==> config.mk <==
export PLATFORM = sky130hd
export DESIGN_NAME = rx_8b10b_deframer
export DESIGN_NICKNAME = d
export VERILOG_FILES = /design/src/rtl/rx_8b10b_deframer.sv
export SDC_FILE = /design/constraint.sdc
export NUM_CORES = 1
export LEC_CHECK = 0
export ABC_CLOCK_PERIOD_IN_PS = 5740
export CORE_MARGIN = 1
export CORE_UTILIZATION = 50
export DETAILED_ROUTE_END_ITERATION = 7
export PLACE_DENSITY = 0.68
export SETUP_SLACK_MARGIN = 0.3
export SLEW_MARGIN = 15
export SYNTH_ARGS = -nofsm -noshare
export SYNTH_HDL_FRONTEND = slang
export SYNTH_SLANG_ARGS = --single-unit
==> constraint.sdc <==
create_clock -name clk -period 5.74 [get_ports clk]
set_input_delay 1.148 -clock clk [delete_from_list [all_inputs] [get_ports clk]]
set_output_delay 1.148 -clock clk [all_outputs]
set_load 0.005 [all_outputs]
==> src/rtl/rx_8b10b_deframer.sv <==
// Receive deframer: 8b/10b decode with running-disparity tracking, K.28.1 sync hunt,
// payload delivery and K.23.7 + little-endian CRC-32 trailer check. All outputs registered.
module rx_8b10b_deframer #(
    parameter int unsigned SYNC_LEN = 4,
    parameter logic [31:0] CRC_INIT = 32'hFFFF_FFFF
) (
    input  logic       clk,
    input  logic       reset,
    input  logic       pushin,
    input  logic [9:0] datain,
    input  logic       startin,
    output logic       pushout,
    output logic [8:0] dataout,
    output logic       startout,
    output logic       endout,
    output logic       crc_err,
    output logic       sym_err,
    output logic       disp_err
);
    localparam int unsigned CW = $clog2(SYNC_LEN + 1);

    typedef enum logic [2:0] {StHunt, StSync, StData, StCrcb, StTerm} state_t;

    state_t        r_state;
    logic [CW-1:0] r_cnt;
    logic          r_rd;
    logic [31:0]   r_crc, r_rx_crc;
    logic [1:0]    r_idx;
    logic          r_pushout, r_startout, r_endout, r_crc_err, r_sym_err, r_disp_err;
    logic [8:0]    r_dataout;

    logic [5:0]    w_6b;
    logic [3:0]    w_4b, w_4k;
    logic [2:0]    w_n6, w_n4;
    logic [4:0]    w_x;
    logic [2:0]    w_y;
    logic [7:0]    w_byte;
    logic          w_6ok, w_4ok, w_k28, w_k, w_rd6, w_rd4, w_dbad, w_sbad;
    logic          w_is_sync, w_is_eop, w_is_crcmk, w_open;
    state_t        w_st;
    logic [CW-1:0] w_cnt, w_cnt_inc;

    function automatic logic [31:0] crc32_byte(input logic [31:0] crc, input logic [7:0] b);
        logic [31:0] c;
        c = crc ^ {24'd0, b};
        for (int n = 0; n < 8; n++) begin
            c = c[0] ? ((c >> 1) ^ 32'hEDB8_8320) : (c >> 1);
        end
        return c;
    endfunction

    assign w_6b = datain[9:4];
    assign w_4b = datain[3:0];
    assign w_n6 = 3'($countones(w_6b));
    assign w_n4 = 3'($countones(w_4b));
    // K.28 4b codes after 110000 are the complement of those after 001111
    assign w_4k = (w_6b == 6'b110000) ? ~w_4b : w_4b;

    always_comb begin
        w_6ok = 1'b1;
        w_x   = 5'd0;
        w_k28 = 1'b0;
        case (w_6b)
            6'b100111, 6'b011000: w_x = 5'd0;
            6'b011101, 6'b100010: w_x = 5'd1;
            6'b101101, 6'b010010: w_x = 5'd2;
            6'b110001:            w_x = 5'd3;
            6'b110101, 6'b001010: w_x = 5'd4;
            6'b101001:            w_x = 5'd5;
            6'b011001:            w_x = 5'd6;
            6'b111000, 6'b000111: w_x = 5'd7;
            6'b111001, 6'b000110: w_x = 5'd8;
            6'b100101:            w_x = 5'd9;
            6'b010101:            w_x = 5'd10;
            6'b110100:            w_x = 5'd11;
            6'b001101:            w_x = 5'd12;
            6'b101100:            w_x = 5'd13;
            6'b011100:            w_x = 5'd14;
            6'b010111, 6'b101000: w_x = 5'd15;
            6'b011011, 6'b100100: w_x = 5'd16;
            6'b100011:            w_x = 5'd17;
            6'b010011:            w_x = 5'd18;
            6'b110010:            w_x = 5'd19;
            6'b001011:            w_x = 5'd20;
            6'b101010:            w_x = 5'd21;
            6'b011010:            w_x = 5'd22;
            6'b111010, 6'b000101: w_x = 5'd23;
            6'b110011, 6'b001100: w_x = 5'd24;
            6'b100110:            w_x = 5'd25;
            6'b010110:            w_x = 5'd26;
            6'b110110, 6'b001001: w_x = 5'd27;
            6'b001110:            w_x = 5'd28;
            6'b101110, 6'b010001: w_x = 5'd29;
            6'b011110, 6'b100001: w_x = 5'd30;
            6'b101011, 6'b010100: w_x = 5'd31;
            6'b001111, 6'b110000: begin w_x = 5'd28; w_k28 = 1'b1; end
            default:              w_6ok = 1'b0;
        endcase

        w_4ok = 1'b1;
        w_y   = 3'd0;
        w_k   = w_k28;
        if (w_k28) begin
            case (w_4k)
                4'b0100: w_y = 3'd0;
                4'b1001: w_y = 3'd1;
                4'b0101: w_y = 3'd2;
                4'b0011: w_y = 3'd3;
                4'b0010: w_y = 3'd4;
                4'b1010: w_y = 3'd5;
                4'b0110: w_y = 3'd6;
                4'b1000: w_y = 3'd7;
                default: w_4ok = 1'b0;
            endcase
        end else begin
            case (w_4b)
                4'b1011, 4'b0100: w_y = 3'd0;
                4'b1001:          w_y = 3'd1;
                4'b0101:          w_y = 3'd2;
                4'b1100, 4'b0011: w_y = 3'd3;
                4'b1101, 4'b0010: w_y = 3'd4;
                4'b1010:          w_y = 3'd5;
                4'b0110:          w_y = 3'd6;
                4'b1110, 4'b0001: w_y = 3'd7;
                4'b0111, 4'b1000: begin
                    w_y = 3'd7;
                    w_k = (w_x == 5'd23) || (w_x == 5'd27) || (w_x == 5'd29) || (w_x == 5'd30);
                end
                default:          w_4ok = 1'b0;
            endcase
        end

        if (w_n6 > 3'd3 || w_6b == 6'b000111)      w_rd6 = 1'b1;
        else if (w_n6 < 3'd3 || w_6b == 6'b111000) w_rd6 = 1'b0;
        else                                       w_rd6 = r_rd;
        if (w_n4 > 3'd2 || w_4b == 4'b0011)        w_rd4 = 1'b1;
        else if (w_n4 < 3'd2 || w_4b == 4'b1100)   w_rd4 = 1'b0;
        else                                       w_rd4 = w_rd6;

        w_dbad = (r_rd && (w_n6 > 3'd3 || w_6b == 6'b111000)) ||
                 (!r_rd && (w_n6 < 3'd3 || w_6b == 6'b000111)) ||
                 (w_rd6 && (w_n4 > 3'd2 || w_4b == 4'b1100)) ||
                 (!w_rd6 && (w_n4 < 3'd2 || w_4b == 4'b0011));
        w_sbad = !w_6ok || !w_4ok || (w_k28 && w_y == 3'd7);
    end

    assign w_byte     = {w_y, w_x};
    assign w_is_sync  = w_k && (w_byte == 8'h3C);
    assign w_is_eop   = w_k && (w_byte == 8'hBC);
    assign w_is_crcmk = w_k && (w_byte == 8'hF7);
    assign w_open     = (r_state == StData) || (r_state == StCrcb) || (r_state == StTerm);
    assign w_st       = startin ? StHunt : r_state;
    assign w_cnt      = startin ? '0 : r_cnt;
    assign w_cnt_inc  = w_cnt + CW'(1);

    always_ff @(posedge clk) begin
        if (reset) begin
            r_state    <= StHunt;
            r_cnt      <= '0;
            r_rd       <= 1'b0;
            r_crc      <= CRC_INIT;
            r_rx_crc   <= '0;
            r_idx      <= '0;
            r_pushout  <= 1'b0;
            r_dataout  <= '0;
            r_startout <= 1'b0;
            r_endout   <= 1'b0;
            r_crc_err  <= 1'b0;
            r_sym_err  <= 1'b0;
            r_disp_err <= 1'b0;
        end else begin
            r_pushout  <= 1'b0;
            r_startout <= 1'b0;
            r_endout   <= 1'b0;
            r_crc_err  <= 1'b0;
            r_sym_err  <= 1'b0;
            r_disp_err <= 1'b0;
            if (pushin) begin
                r_rd       <= w_rd4;
                r_sym_err  <= w_sbad;
                r_disp_err <= w_dbad && !w_sbad;
                if ((startin || w_sbad) && w_open) begin
                    r_endout  <= 1'b1;
                    r_crc_err <= 1'b1;
                end
                if (w_sbad) begin
                    r_state <= StHunt;
                    r_cnt   <= '0;
                end else begin
                    case (w_st)
                        StHunt: begin
                            r_cnt   <= w_is_sync ? w_cnt_inc : '0;
                            r_state <= (w_is_sync && w_cnt_inc >= CW'(SYNC_LEN)) ? StSync : StHunt;
                        end
                        StSync: begin
                            if (w_is_eop || w_is_crcmk) begin
                                r_state <= StHunt;
                                r_cnt   <= '0;
                            end else if (!w_is_sync) begin
                                r_state    <= StData;
                                r_crc      <= crc32_byte(CRC_INIT, w_byte);
                                r_pushout  <= 1'b1;
                                r_startout <= 1'b1;
                                r_dataout  <= {w_k, w_byte};
                            end
                        end
                        StData: begin
                            if (w_is_crcmk) begin
                                r_state <= StCrcb;
                                r_idx   <= '0;
                            end else if (w_is_sync || w_is_eop) begin
                                // Sync inside a packet counts as the first of the next preamble
                                r_endout  <= 1'b1;
                                r_crc_err <= 1'b1;
                                r_state   <= StHunt;
                                r_cnt     <= w_is_sync ? CW'(1) : '0;
                            end else begin
                                r_crc     <= crc32_byte(r_crc, w_byte);
                                r_pushout <= 1'b1;
                                r_dataout <= {w_k, w_byte};
                            end
                        end
                        StCrcb: begin
                            if (w_k) begin
                                r_endout  <= 1'b1;
                                r_crc_err <= 1'b1;
                                r_state   <= StHunt;
                                r_cnt     <= '0;
                            end else begin
                                r_rx_crc[{r_idx, 3'b000} +: 8] <= w_byte;
                                r_idx <= r_idx + 2'd1;
                                if (r_idx == 2'd3) r_state <= StTerm;
                            end
                        end
                        StTerm: begin
                            r_endout  <= 1'b1;
                            r_crc_err <= !w_is_eop || (~r_crc != r_rx_crc);
                            r_state   <= StHunt;
                            r_cnt     <= '0;
                        end
                        default: begin
                            r_state <= StHunt;
                            r_cnt   <= '0;
                        end
                    endcase
                end
            end
        end
    end

    assign pushout  = r_pushout;
    assign dataout  = r_dataout;
    assign startout = r_startout;
    assign endout   = r_endout;
    assign crc_err  = r_crc_err;
    assign sym_err  = r_sym_err;
    assign disp_err = r_disp_err;
endmodule

==> flow_summary_export.csv, run 1 <==
group,metric,value,unit
synth,synthesis.area,7140,um^2
synth,syn_avg_cell_area,8.02,um^2
finish,diodes,0,
floorplanning,io_pins,29,
timing,worst_slew_pin_slew,0.861,ns
floorplanning,core,13900,um^2
power_and_ir_drop,cellPowerDensity,250,nW/um^2
detailed_routing,firstDrtPassIters,5,
run_status,status,"finished clean",
synth,ys_top_cells_by_area,"dfxtp_1 25%, xnor2_1 8.5%, xor2_1 7.4%",
clocking,cts_buffer_depth,2,
run,maxCapViolations,0,
placement,place_inst,1060,
clocking,cts.sinks,88,
clocking,clkTransAtPathRegs,0.06,ns
critical_path,r2r-end,"r_crc[5]",
synth,seq_area_frac_synth,24.7,%
critical_path,crit_arrival,5.40,ns
floorplanning,die_area,14800,um^2
global_route,grt.overflow.total,0,
placement,port_buffers,28,
synth,ys_top_cells_by_count,"88 x dfxtp_1, 85 x nand2_1, 83 x a21oi_1, 69 x nor2_1, 69 x xnor2_1",
finish,drive_above_1_share,9.04,%
critical_path,path_max_fanout,25,
critical_path,r2r_cells,9,
finish,regArea,1760,um^2
clocking,cts-buffers-inserted,9,
timing,fin_crit_sh,89.9,%
timing,fin_skew,0.00714,ns
synth,async_flop_share,0,%
finish,nets,934,
finish,multi_input_area,4940,um^2
detailed_routing,vias,6237,
min_path,min_path_cells,2,
min_path,whs_endpoint,"dataout[6]",
min_path,hold_path_class,"flip-flop to flip-flop",
synth,synth_top_cell_by_area,"dfxtp_1",
global_route,antenna_found_initial,0,
timing,setup_viol,0,
critical_path,path_cells,"clkdlybuf4s50_1, inv_1, ha_1, buf_4, nand3_1, a21oi_1, nor4_1, nand4_1, inv_1, ha_1, o21ai_0, nand2_1, a31o_2, o211ai_2, nand4_2, buf_4, buf_4, a21oi_1, a221o_1",
finish,areaGrowthSynthToFinish,9.83,%
detailed_routing,drt-initial-drc-count,682,
critical_path,critPathKind,"input port to flip-flop",
floorplanning,start_util,51.4,%
placement,gp_congestion,0.926,
timing,finalHoldViolCount,0,
floorplanning,die_w,121,um
timing,fmaxAchievable,194,MHz
clocking,cts_tree,"yes",
synth,synth_top_cell_area_share,24.7,%
timing,setup_ws,0.578,ns
timing,slew_headroom,42.1,%
critical_path,slowest_delay,0.61,ns
clocking,clk_latency,0.35,ns
synth,synth_cells,890,
placement,pre_cts_ws,0.288,ns
critical_path,start_kind,"input port",
global_route,track_usage,27.2,%
floorplanning,fp-row-count,43,
global_route,grt_pass1_vias,5744,
critical_path,critical-path-slowest-cell,"nor4_1",
min_path,min_from,"dataout[6]",
critical_path,path_common_cell,"buf_4",
global_route,grt_max_degree,42,
timing,slew_violations,0,
finish,fillers,1313,
critical_path,rrSetupSlack,3.37,ns
clocking,ctsResizeCount,0,
synth,ys.flop_type,"dfxtp_1",
clocking,h-tree-depth,3,
power_and_ir_drop,ir_drop,0.166,mV
critical_path,worstPathRequired,5.98,ns
detailed_routing,ant_nets,0,
synth,synth-seq-cells,88,
detailed_routing,viasPerCell,5.80,
power_and_ir_drop,p_leak,2.87,nW
finish,stdcell_count,1076,
timing,tns,0,ns
timing,rsz0062_at_grt,"no",
floorplanning,die_y,121,um
global_route,grt_pass1_wl,31.0,mm
critical_path,reg2reg_from,"r_state[2]",
critical_path,worstSetupEndpointType,"flip-flop",
synth,syn_nets,933,
synth,synth_edf_count,0,
clocking,cts-root-buf,"clkbuf_16",
placement,hpwl,14.0,mm
synth,yosys_warnings,0,
clocking,cts_setup_buffers,0,
timing,period_minus_slack,5.16,ns
detailed_routing,drc,0,
synth,synth_cell_type_count,86,
detailed_routing,wl_per_cell,17.6,um
detailed_routing,routed_wl,18.9,mm
synth,yosysMostFrequentCell,"dfxtp_1",
clocking,ctsHoldBuffers,0,
sequential cells by signal (all words and copies together), names as in the netlist:
register and cells:
r_state 3, startout 1, r_rd 1, endout 1, r_cnt 3, r_idx 2
crc_err 1, pushout 1, dataout 9, r_rx_crc 32, r_crc 32, disp_err 1
sym_err 1
through the flow:
| step | area (um^2) | utilization [%] | hold WS [ns] | power (mW) |
|---|---|---|---|---|
| finish | 7840 | 56.5 | 0.460 | 1.96 |
| CTS | 7840 | 56.4 | 0.463 | 1.96 |
| floorplan | 7140 | - | 0.443 | 1.20 |
| global route | 7840 | 56.5 | 0.491 | 2.05 |
| detailed placement | 7550 | 54.4 | 0.450 | 1.38 |
| global placement | 7550 | 54.4 | 0.450 | 1.38 |
worst max-delay path by stage:
stage               startpoint      endpoint  depth (start not counted)
global placement     datain[9]  r_rx_crc[29]                         17
floorplan            datain[4]     r_crc[24]                         20
finish               datain[4]      r_crc[5]                         19
global route         datain[4]    r_state[1]                         18
detailed placement   datain[4]  r_rx_crc[31]                         16
CTS                  datain[4]  r_rx_crc[31]                         16
cells in the final DEF (no fill, tap or decap), types with 9 or more instances in the layout:
cell type	instances
a21oi_1	83
mux2i_1	10
nor2b_1	12
buf_4	30
nand3b_1	12
a211oi_1	11
nand4_1	11
xor2_1	60
clkdlybuf4s50_1	27
xnor2_1	69
nand2_1	85
nand2b_1	17
clkbuf_16	9
nor2_1	69
a211o_1	9
nand3_1	44
dfxtp_1	88
inv_1	23
o21ai_0	37
nor3_1	23
ha_1	25
power breakdown:
part / leakage, nW / switching, mW / internal [mW] / total [mW]
clock: 0.140 / 0.247 / 0.338 / 0.585
sequential: 0.710 / 0.00139 / 0.612 / 0.614
combinational: 2.02 / 0.429 / 0.334 / 0.763
worst max-delay path, delay by kind of cell:
family,cells,cell delay [ns]
adder cells (fa/ha/maj),2,0.44
AND/OR/NAND/NOR,5,1.23
AO/OA/AOI/OAI,6,0.97
buffers and inverters,6,1.59
final cells by class:
type | count | share of cell area, %
repair buffers | 59 | 6.64
flip-flops and latches | 88 | 22.5
inverters | 28 | 1.34
clock buffers | 11 | 2.97
well taps | 180 | 2.87
multi-input cells | 705 | 63.0
clock inverters | 5 | 0.718
cell families after synthesis:
kind of cell | count (synthesis) | share of synthesized area (%)
mux | 13 | 2.03
simple gates | 314 | 22.5
buf+inv | 97 | 6.20
fa+ha+maj | 29 | 5.50
compound gates | 203 | 18.1
xor+xnor | 146 | 21.0
flops | 88 | 24.7
per-layer routing:
metal / part of all wire [%] / vias to the layer above / routed length [um] / GRT usage [%]
met5: 0 / - / 0 / 0
met4: 1.7 / 0 / 331 / 8.41
met3: 6.4 / 23 / 1220 / 3.10
met2: 45 / 197 / 8440 / 41.6
met1: 47 / 2931 / 8940 / 39.6
li1: - / 3086 / - / -
No activity file was read; power rests on OpenSTA's default activity.
==> run 2: changes to the inputs <==
--- a/config.mk
+++ b/config.mk
@@ -8,6 +8,7 @@
 export ABC_CLOCK_PERIOD_IN_PS = 5740
 export CORE_MARGIN = 1
 export CORE_UTILIZATION = 50
+export CTS_BUF_LIST = sky130_fd_sc_hd__clkbuf_8
 export DETAILED_ROUTE_END_ITERATION = 7
 export PLACE_DENSITY = 0.68
 export SETUP_SLACK_MARGIN = 0.3
==> flow_summary_export.csv, run 2 (synthesis gave the netlist of run 1 again) <==
group,metric,value,unit
clocking,ctsHoldBuffers,0,
detailed_routing,wl_per_cell,17.6,um
floorplanning,die_w,121,um
finish,drive_above_1_share,9.04,%
placement,pre_cts_ws,0.288,ns
finish,final_area,7740,um^2
critical_path,slowest_delay,0.56,ns
timing,setup_viol,0,
critical_path,critical-path-slowest-cell,"clkdlybuf4s50_1",
global_route,grt_pass1_wl,31.0,mm
detailed_routing,ant_nets,0,
timing,worst_slew_pin_slew,0.863,ns
critical_path,crit_arrival,5.38,ns
detailed_routing,routed_wl,18.9,mm
clocking,cts-root-buf,"clkbuf_8",
timing,fmaxAchievable,196,MHz
detailed_routing,viasPerCell,5.79,
finish,areaGrowthSynthToFinish,8.41,%
placement,gp_congestion,0.926,
timing,fin_crit_sh,88.9,%
global_route,grt.busiest_layer,"met2",
global_route,grt.overflow.total,0,
finish,diodes,0,
timing,tns,0,ns
placement,hpwl,14.0,mm
detailed_routing,drc,0,
floorplanning,start_util,51.4,%
placement,placed_cell_area,7550,um^2
timing,slew_violations,0,
global_route,track_usage,27.2,%
detailed_routing,drt-initial-drc-count,639,
floorplanning,core,13900,um^2
global_route,grtUsageMet3,3.05,%
power_and_ir_drop,ir_drop,0.145,mV
global_route,antenna_found_initial,0,
detailed_routing,firstDrtPassIters,5,
clocking,clkTransAtPathRegs,0.09,ns
power_and_ir_drop,cellPowerDensity,234,nW/um^2
global_route,met1_usage,39.8,%
timing,fin_skew,0.0121,ns
timing,finalHoldViolCount,0,
global_route,grtUsageMet2,41.0,%
timing,rsz0062_at_grt,"no",
critical_path,critPathKind,"input port to flip-flop",
timing,slew_headroom,42.0,%
critical_path,start_kind,"input port",
critical_path,worstSetupEndpointType,"flip-flop",
clocking,cts-buffers-inserted,9,
timing,setup_ws,0.638,ns
critical_path,path_cells,"clkdlybuf4s50_1, inv_1, ha_1, mux4_2, a311oi_1, and4bb_1, clkinv_1, ha_1, o21ai_0, nand2_1, a31o_2, o211ai_2, nand4_2, or2_0, inv_2, o21ai_0, o22a_1",
clocking,cts_buffer_depth,2,
clocking,cts_tree,"yes",
critical_path,worstPathRequired,6.02,ns
global_route,grt_pass1_vias,5721,
detailed_routing,vias,6233,
finish,fin_util,55.8,%
global_route,grt_max_degree,42,
clocking,clk_latency,0.38,ns
finish,nets,934,
finish,final_cell_mix,"88 x dfxtp_1, 85 x nand2_1, 83 x a21oi_1, 69 x nor2_1, 69 x xnor2_1",
floorplanning,fp-row-count,43,
floorplanning,die_area,14800,um^2
power_and_ir_drop,total_power,1.81,mW
finish,final_common_cell,"dfxtp_1",
clocking,h-tree-depth,3,
min_path,hold_path_class,"flip-flop to flip-flop",
run_status,status,"finished clean",
critical_path,crit_buf_inv,4,
placement,port_buffers,28,
timing,hold_ws,0.463,ns
floorplanning,io_pins,29,
placement,place_inst,1060,
finish,stdcell_count,1076,
critical_path,path_max_fanout,10,
timing,period_minus_slack,5.10,ns
run,maxCapViolations,0,
critical_path,cp_top_family,"compound AO/OA/AOI/OAI gates",
clocking,cts.sinks,88,
power_and_ir_drop,p_leak,2.83,nW
floorplanning,die_y,121,um
-- run 2: area by class of cell --
type	instances	area (um^2)
well taps	180	225
clock inverters	7	63.8
multi-input cells	705	4940
flip-flops and latches	88	1760
inverters	28	105
fillers	1328	6140
repair buffers	59	520
clock buffers	9	124
-- run 2: per-layer routing --
layer	part of all wire, %	wire length, um	vias to the layer above
met5	0	0	-
met4	2.0	377	0
met3	6.7	1270	30
met2	44	8370	213
met1	47	8920	2910
li1	-	-	3080
-- run 2: path summary, 6_finish.rpt --
path                            cells after the start  startpoint         end  slack (ns)
worst min-delay path                                2  dataout[6]  dataout[6]        0.46
worst min register to register                      2  dataout[6]  dataout[6]        0.46
worst max-delay path                               17   datain[4]   r_crc[24]        0.64
worst max register to register                      9  r_state[2]    r_crc[5]        3.38
-- run 2: report_power, final --
group          switching, mW  leakage, nW  total (mW)  internal, mW
combinational          0.428         2.02       0.762         0.334
clock                  0.234        0.102       0.433         0.198
sequential           0.00129        0.710       0.613         0.612
-- run 2: timing repair --
action / 4_1_cts / 5_1_grt
buffers inserted: 0 / 0
resized for setup: 0 / 4
setup endpoints to repair: 0 / 24
-- run 2: tightest hold or removal path, stage by stage (launching register included) --
cell and delay (ns):
dfxtp_1 0.32, nand2_1 0.05, a21oi_1 0.05
